==> src/rtl/fifo_wr_arbiter_pkg.sv <==
// ---------------------------------------------------------------------------
// fifo_wr_arbiter_pkg
// Shared definitions for the two-requester FIFO write arbiter.
//   state_t       : grant state; encoding doubles as the one-hot gnt output
//   BURST_LEN_DEF : default maximum words per grant
//   CNT_W         : width of the per-requester accepted-word counters
// ---------------------------------------------------------------------------
package fifo_wr_arbiter_pkg;

   typedef enum logic [1:0] {
      ST_IDLE = 2'b00,
      ST_GNT0 = 2'b01,
      ST_GNT1 = 2'b10
   } state_t;

   localparam int BURST_LEN_DEF = 4;
   localparam int CNT_W         = 8;

endpackage

==> src/rtl/fifo_wr_arbiter_sat_counter.sv <==
// ---------------------------------------------------------------------------
// sat_counter
// Up-counter that sticks at its all-ones value.
//   slow_clk : clock
//   reset    : asynchronous, active-high; clears the count
//   i_en     : count enable (one increment per enabled cycle)
//   o_cnt    : current count
// ---------------------------------------------------------------------------
module sat_counter #(
   parameter int WIDTH = 8
) (
   input  logic             slow_clk,
   input  logic             reset,
   input  logic             i_en,
   output logic [WIDTH-1:0] o_cnt
);

   logic [WIDTH-1:0] r_cnt;

   always_ff @(posedge slow_clk or posedge reset) begin
      if (reset) begin
         r_cnt <= '0;
      end else if (i_en && (r_cnt != '1)) begin
         r_cnt <= r_cnt + 1'b1;
      end
   end

   assign o_cnt = r_cnt;

endmodule

==> src/rtl/fifo_wr_arbiter.sv <==
// ---------------------------------------------------------------------------
// fifo_wr_arbiter
// Round-robin write arbiter placing words from two requesters into one
// external FIFO, with bursts of at most BURST_LEN words per grant.
//   slow_clk   : clock
//   reset      : asynchronous, active-high
//   req[1:0]   : write request per requester
//   din0/din1  : write data of requester 0 / 1
//   fifo_full  : downstream FIFO full flag
//   fifo_wr_en : FIFO write enable (combinational from req/fifo_full)
//   fifo_din   : FIFO write data (0 while idle)
//   ack[1:0]   : requester n's word is written this cycle
//   gnt[1:0]   : one-hot grant state, 00 = idle
//   cnt0/cnt1  : saturating count of words accepted per requester
//
// state   | meaning
// --------+------------------------------------------------------------
// ST_IDLE | no grant; pick a requester, round-robin on contention
// ST_GNT0 | requester 0 owns the FIFO write port
// ST_GNT1 | requester 1 owns the FIFO write port
// ---------------------------------------------------------------------------
module fifo_wr_arbiter
   import fifo_wr_arbiter_pkg::*;
#(
   parameter int DATA_WIDTH = 4,
   parameter int BURST_LEN  = BURST_LEN_DEF
) (
   input  logic                  slow_clk,
   input  logic                  reset,
   input  logic [1:0]            req,
   input  logic [DATA_WIDTH-1:0] din0,
   input  logic [DATA_WIDTH-1:0] din1,
   input  logic                  fifo_full,
   output logic                  fifo_wr_en,
   output logic [DATA_WIDTH-1:0] fifo_din,
   output logic [1:0]            ack,
   output logic [1:0]            gnt,
   output logic [CNT_W-1:0]      cnt0,
   output logic [CNT_W-1:0]      cnt1
);

   localparam logic [3:0] BURST_LAST = 4'(BURST_LEN - 1);

   state_t     r_state;
   state_t     w_state_nxt;
   logic       r_last_srv;
   logic       w_last_nxt;
   logic [3:0] r_burst;
   logic [3:0] w_burst_nxt;

   logic       w_granted;
   logic       w_cur;
   logic       w_own_req;
   logic       w_oth_req;
   logic       w_wr_en;
   logic       w_release;

   assign w_granted = (r_state == ST_GNT0) || (r_state == ST_GNT1);
   assign w_cur     = (r_state == ST_GNT1);
   assign w_own_req = w_granted & req[w_cur];
   assign w_oth_req = w_granted & req[~w_cur];
   assign w_wr_en   = w_own_req & ~fifo_full;

   // A stalled cycle (owner still requesting, FIFO full) never releases.
   assign w_release = ~w_own_req | (w_wr_en & (r_burst == BURST_LAST));

   always_comb begin
      w_state_nxt = r_state;
      w_last_nxt  = r_last_srv;
      w_burst_nxt = r_burst;
      case (r_state)
         ST_IDLE: begin
            // r_last_srv == 1 means requester 0 wins a tie.
            if (req[0] && (!req[1] || r_last_srv)) begin
               w_state_nxt = ST_GNT0;
               w_last_nxt  = 1'b0;
               w_burst_nxt = 4'd0;
            end else if (req[1]) begin
               w_state_nxt = ST_GNT1;
               w_last_nxt  = 1'b1;
               w_burst_nxt = 4'd0;
            end
         end
         ST_GNT0, ST_GNT1: begin
            if (w_release) begin
               if (w_oth_req) begin
                  w_state_nxt = w_cur ? ST_GNT0 : ST_GNT1;
                  w_last_nxt  = ~w_cur;
                  w_burst_nxt = 4'd0;
               end else if (w_own_req) begin
                  // Burst exhausted but nobody else waiting: fresh burst.
                  w_state_nxt = r_state;
                  w_last_nxt  = w_cur;
                  w_burst_nxt = 4'd0;
               end else begin
                  w_state_nxt = ST_IDLE;
               end
            end else if (w_wr_en) begin
               w_burst_nxt = r_burst + 4'd1;
            end
         end
         default: begin
            w_state_nxt = ST_IDLE;
         end
      endcase
   end

   always_ff @(posedge slow_clk or posedge reset) begin
      if (reset) begin
         r_state    <= ST_IDLE;
         r_last_srv <= 1'b1;
         r_burst    <= 4'd0;
      end else begin
         r_state    <= w_state_nxt;
         r_last_srv <= w_last_nxt;
         r_burst    <= w_burst_nxt;
      end
   end

   always_comb begin
      fifo_din = '0;
      if (r_state == ST_GNT0) begin
         fifo_din = din0;
      end else if (r_state == ST_GNT1) begin
         fifo_din = din1;
      end
   end

   assign fifo_wr_en = w_wr_en;
   assign ack        = {w_wr_en & (r_state == ST_GNT1), w_wr_en & (r_state == ST_GNT0)};
   assign gnt        = r_state;

   sat_counter #(.WIDTH(CNT_W)) u_cnt0 (
      .slow_clk (slow_clk),
      .reset    (reset),
      .i_en     (ack[0]),
      .o_cnt    (cnt0)
   );

   sat_counter #(.WIDTH(CNT_W)) u_cnt1 (
      .slow_clk (slow_clk),
      .reset    (reset),
      .i_en     (ack[1]),
      .o_cnt    (cnt1)
   );

endmodule

==> config.mk <==
export PLATFORM = sky130hd
export DESIGN_NAME = fifo_wr_arbiter
export DESIGN_NICKNAME = d
export VERILOG_FILES = /design/src/rtl/fifo_wr_arbiter_pkg.sv /design/src/rtl/fifo_wr_arbiter_sat_counter.sv /design/src/rtl/fifo_wr_arbiter.sv
export SDC_FILE = /design/constraint.sdc
export NUM_CORES = 1
export LEC_CHECK = 0
export CAP_MARGIN = 25
export CORE_MARGIN = 1.5
export CORE_UTILIZATION = 52
export CTS_CLUSTER_SIZE = 40
export DETAILED_ROUTE_END_ITERATION = 12
export GPL_TIMING_DRIVEN = 0
export PLACE_DENSITY_LB_ADDON = 0.1
export SLEW_MARGIN = 20
export SYNTH_ARGS = -nofsm -noshare
export SYNTH_HDL_FRONTEND = slang
export SYNTH_SLANG_ARGS = --single-unit
==> constraint.sdc <==
create_clock -name slow_clk -period 4.8 [get_ports slow_clk]
set_input_delay 0.96 -clock slow_clk [delete_from_list [all_inputs] [get_ports slow_clk]]
set_output_delay 0.96 -clock slow_clk [all_outputs]
set_load 0.02 [all_outputs]
### Word-level counts from Yosys, hierarchy flattened

Cells that the tools add are included.

* register bits: 23
* bits of input ports: 13
* output and inout bits: 25
* logic and storage cells: 69

* add/sub/neg operators: 3
* order comparisons: 2
* eq/ne operators: 11
* multiplexer cells: 26
* bitwise gates (word level): 10
* reductions and logical operators: 12

Operators by type and width (number)
* 4-bit two-way mux: 8
* 8-bit by 1-bit adder with 8-bit output (second input constant): 2
* 8-bit inequality test (second input constant): 2
* 2-bit two-way mux: 6
* 3-bit inequality test (second input constant): 4
* 1-bit two-way mux: 9
* 4-bit case mux with 2 select lines: 1
* 4-bit AND reduction: 2
* 1-bit bitwise AND: 6
* 4-bit by 1-bit adder with 4-bit output (second input constant): 1
* 4-bit by 2-bit equality test with 1-bit output (second input constant): 1
* 1-bit by 2-bit < comparator with 1-bit output (second input constant): 2
* 4-bit inequality test (second input constant): 1
* 2-bit case mux with 2 select lines: 1
* 1-bit logical AND: 3
* 1-bit NOT: 3
* 3-bit AND reduction: 1
* 2-bit by 1-bit equality test with 1-bit output (second input constant): 1
* 2-bit equality test (second input constant): 1
* 2-bit zero test: 1
* 1-bit logical OR: 2
* 2-bit inequality test (second input constant): 1
* 1-bit case mux with 2 select lines: 1
* 2-bit nonzero test: 1
* other kinds (3): 3

### Logic depth before layout (Yosys ltp)

* word-level depth: 9
* depth in mapped cells: 8

### By module

A second synthesis with hierarchy kept.

* cell total of the unflattened synthesis: 150
* area total of the unflattened synthesis: 1458.9 µm²

By module, submodules not included
* sat_counter: instances 2, cells each 38, area an instance 419.2 µm²
* fifo_wr_arbiter: instances 1, cells each 74, area an instance 620.6 µm²

### Worst setup path after synthesis

OpenSTA, ideal clock, no wires.

* kind: input to output
* start point: input port req[1]
* end point: output port ack[1]
* arrival: 1.821 ns
* path slack: 2.019 ns
* cell stages on the path: 4
* cell sequence: clkbuf_2 > mux2i_1 > nor4b_4 > buf_4

* cells in the longest elaborated chain, start to end: 5

Ends and longest elaborated chain
* start, declared: line fifo_wr_arbiter.sv:30 `input logic [1:0] req,`
* 1-bit two-way mux (implied by the code) (2 in a row): line fifo_wr_arbiter.sv:60 `assign w_own_req = w_granted & req[w_cur];`
* 1-bit bitwise AND: line fifo_wr_arbiter.sv:60
* 1-bit bitwise AND: line fifo_wr_arbiter.sv:62 `assign w_wr_en = w_own_req & ~fifo_full;`
* 1-bit bitwise AND: line fifo_wr_arbiter.sv:130 `assign ack = {w_wr_en & (r_state == ST_GNT1), w_wr_en & (r_state == ST_GNT0)};`
* end, declared: line fifo_wr_arbiter.sv:36 `output logic [1:0] ack,`

No other way between the ends. The select of a mux whose other input is x is not followed.

### Worst setup path in the final report

* start point: input port req[0]
* end point: output port ack[1]

Same word-level chain as after synthesis.

==> summary.md <==
| Metric | Value |
|---|---|
| Resized cells post-CTS | `0` |
| Post-Synthesis Cell Area | `~0.0015 mm2` |
| Share of layout cells above drive strength 1 | `0.07368` |
| Internal power | `roughly 0.00050 W` |
| Hold Crit Class | `flop to flop` |
| Worst flop-to-flop path endpoint | `u_cnt1.o_cnt[1]` |
| Post-route antenna net violation count | `0` |
| Final total power | `approximately 0.00086 W` |
| P per Cell Area | `447.6 mW/mm2` |
| Final setup vio count | `0` |
| Worst setup SP type | `input pin` |
| Period utilization | `0.8283` |
| Fin nets | `213` |
| Number of buffers added on ports | `36` |
| Antenna violations before repair | `0` |
| Combinational Power Share | `0.575` |
| Crit-path leading delay family | `buffers and inverters` |
| Average wire per standard cell | `~14 um` |
| Place WS | `0.8348 ns` |
| Core Area | `0.002734 mm2` |
| Number of synthesized flops with an enable pin | `0` |
| Root buf cell | `clkbuf_4` |
| Synth Area in XOR/XNOR | `0.07065` |
| Buf+Inv Stages, Crit Path | `4` |
| Drt via density | `5.724` |
| Ys flop type | `dfrtp_1` |
| Clock skew | `0.006717 ns` |
| CTS Sinks | `23` |
| Inst Count DP | `around 220` |
| Site Rows | `19` |
| Final Max Slew Viols | `0` |
| Setup crit end | `ack[1]` |
| Number of buffers created by CTS | `3` |
| R2R cell count | `6` |
| Vias in the first global route | `1242` |
| Syn nets | `172` |
| Clock Power Share | `0.102` |
| RSZ-0062 raised after global routing | `false` |
| Synth cell types | `45` |
| Largest family of logic cells by synthesized area | `simple AND/OR/NAND/NOR gates` |
| Relative slew slack | `0.4548` |
| Detailed placement HPWL | `2314 um` |
| Cell count along the critical path | `6` |
| CTS tree | `built` |
| Cell mode on critical path | `clkdlybuf4s50_1` |
| Fill cells | `223` |
| Drt pass-1 iters | `4` |
| First element of the critical path | `req[0]` |
| GR Overflow Total | `0` |
| Slowest stage delay, CP | `0.58 ns` |
| Slew @ Worst Pin | `about 0.82 ns` |
| Post-Layout Cell Count | `221` |
| Synth Area in Compound Gates | `0.09756` |
| Cell count after synthesis | `150` |
| I/O pins | `38` |
| Post CTS Setup Buffer Count | `0` |
| Worst R2R Setup Slack | `between 2 and 3 ns` |
| Area leader, netlist | `dfrtp_1` |
| DR vias | `between 1000 and 1500` |
| Async S/R FF share, synth | `1.000` |
| Synth top area cells | `dfrtp_1 37%, ha_1 7.6%, xor2_1 4.1%` |
| Multiplexer area fraction after synthesis | `0.07233` |
| Psw | `0.0003548 W` |
| CP Capture Type | `output port` |
| Pin count of the biggest net entering global routing | `24` |
| Critical path's slowest cell | `clkdlybuf4s50_1` |
| Post-synthesis simple-gate area fraction | `0.2565` |
| Post-synthesis adder-cell area fraction | `0.07569` |
| DR DRC count | `0` |
| Setup tns final | `0 ns` |
| Yosys warns | `0` |
| Setup CP Type | `input pin to output port` |
| Starting density of the core | `0.5442` |
| Final WL | `between 2000 and 3000 um` |
| DRT iter0 DRCs | `34` |
| Finished layout cell area | `approximately 0.0019 mm2` |
| Hold-fix buffers, CTS | `0` |
| Total die area | `0.003191 mm2` |
| Fmax | `between 0.2 and 0.3 GHz` |
| Crit path max fanout | `10` |
| Worst vdd ir | `around 0.33 mV` |
| Status | `finished clean` |
| H-tree levels | `1` |
| Worst path cell trace | `clkdlybuf4s50_1 > buf_2 > mux2i_1 > nor4b_4 > buf_4 > clkdlybuf4s50_1` |
| First-pass GRT wire length | `5513 um` |
| GRT Total Usage | `0.2133` |
| Hold Fails Final Rpt | `0` |
| CTS Buffer Depth | `2` |
| Chip Width | `56.49 um` |
| P_leak | `between 0.8 and 0.9 nW` |
| Arrival time at the worst endpoint | `3.02 ns` |
| Minimum clock period | `3.976 ns` |
| RD Place Congestion | `0.7818` |
| Clk_lat worst skew | `0.31 ns` |
| Top cell type's share of synthesized area | `0.3701` |
| Setup slack after layout | `0.8241 ns` |
| Sequential power share | `0.323` |
| Maxcap violations | `0` |
| Seq/Total Area, Yosys | `0.3877` |
| Clock-pin slew on the worst setup and hold paths | `0.12 ns` |
| FF-to-FF Start | `gnt[1]` |
| Required @ worst endpoint | `between 3 and 4 ns` |
| Die Y | `56.49 um` |
| FF+latch count, synth | `23` |
| Synthesized area per cell | `9.918 um2` |
| Placed Area | `0.001887 mm2` |
| Layout area overhead | `28.60%` |
| Ant. Diodes | `0` |
| Switching part of the total | `0.4144` |
==> state kept, by name, summed over array words and instances, names as in the netlist <==
| signal | flops |
|---|---|
| u_cnt0.o_cnt | 8 |
| u_cnt1.o_cnt | 8 |
| r_burst | 4 |
| gnt | 2 |
| r_last_srv | 1 |
==> how the worst min path moves through the flow <==
stage	from	end	slack, ns	depth (start not counted)
final	u_cnt0.o_cnt[6]	u_cnt0.o_cnt[6]	0.49	1
after global routing	u_cnt0.o_cnt[6]	u_cnt0.o_cnt[6]	0.53	1
after CTS	u_cnt0.o_cnt[6]	u_cnt0.o_cnt[6]	0.50	1
after detailed placement	u_cnt0.o_cnt[6]	u_cnt0.o_cnt[6]	0.49	1
after global placement	u_cnt0.o_cnt[6]	u_cnt0.o_cnt[6]	0.48	1
after floorplan	r_burst[0]	r_burst[0]	0.47	1
==> cell usage in the layout (no fill, tap or decap), drive strengths merged, types with 2 or more instances in the layout <==
| cell type | n |
|---|---|
| o311ai | 2 |
| nor2b | 4 |
| nor3 | 3 |
| buf | 3 |
| nand4 | 2 |
| or4b | 2 |
| and4 | 2 |
| nor4b | 3 |
| a21oi | 3 |
| mux2 | 6 |
| xor2 | 7 |
| nand2b | 5 |
| nor2 | 8 |
| clkbuf | 6 |
| o21ai | 3 |
| xnor2 | 5 |
| nor4 | 2 |
| and3 | 6 |
| dfrtp | 22 |
| mux2i | 4 |
| nand2 | 12 |
| clkdlybuf4s50 | 36 |
| a22o | 3 |
| nand3 | 8 |
| ha | 9 |
| inv | 8 |
==> per-layer routing <==
metal  share of wire  vias up  wire length (um)  GRT usage
li1                -      624                 -          -
met1            0.46      605              1366     0.2924
met2            0.48       31              1449     0.3439
met3           0.041        5               124    0.02765
met4           0.019        0                57    0.08163
met5               0        -                 0          0
==> worst reg2reg max path, delay by kind of cell, from the launching register on <==
family,cells,cell delay [ns]
mux,1,0.34
flops,1,0.45
fa+ha+maj,1,0.43
simple gates,2,0.67
buf+inv,2,0.28
==> metrics by stage <==
step | hold WS [ns] | utilization
finish | 0.4941 | 0.6998
global route | 0.5299 | 0.6998
CTS | 0.5039 | 0.6998
detailed placement | 0.4854 | 0.6902
global placement | 0.4760 | 0.6902
floorplan | 0.4710 | -
==> final cells by class <==
| cell class | instances | area [um2] | share of cell area |
|---|---|---|---|
| well taps | 31 | 38.79 | 0.02027 |
| repair buffers | 36 | 360.3 | 0.1884 |
| flip-flops and latches | 23 | 576.8 | 0.3015 |
| multi-input cells | 114 | 852.1 | 0.4454 |
| plain buffers | 5 | 28.78 | 0.01504 |
| clock buffers | 4 | 26.28 | 0.01373 |
| inverters | 8 | 30.03 | 0.01570 |
==> cells in the mapped netlist, types with 3 or more instances <==
library cell	instances
a21oi_1	3
a22o_1	3
and3_1	6
dfrtp_1	22
ha_1	9
inv_1	8
mux2_2	4
mux2i_1	4
nand2_1	12
nand2b_1	5
nand3_1	8
nor2_1	8
nor2b_1	4
nor3_1	3
o21ai_0	3
xnor2_1	5
xor2_1	7
==> power groups by stage <==
| stage | registers (W) | clock network, W | logic (W) |
|---|---|---|---|
| 2_1_floorplan | 0.000305 | 0 | 0.000305 |
| 4_1_cts | 0.000277 | 0.0000924 | 0.000497 |
| 3_3_place_gp | 0.000277 | 0 | 0.000480 |
| 6_report | 0.000277 | 0.0000870 | 0.000492 |
| 5_1_grt | 0.000285 | 0.0000995 | 0.000544 |
| 3_5_place_dp | 0.000280 | 0 | 0.000496 |
==> cell families after synthesis <==
group | count (synthesis)
compound gates | 19
xor+xnor | 12
simple gates | 64
fa+ha+maj | 9
flops | 23
buf+inv | 13
mux | 10
Power figures use the tool's default switching activity.
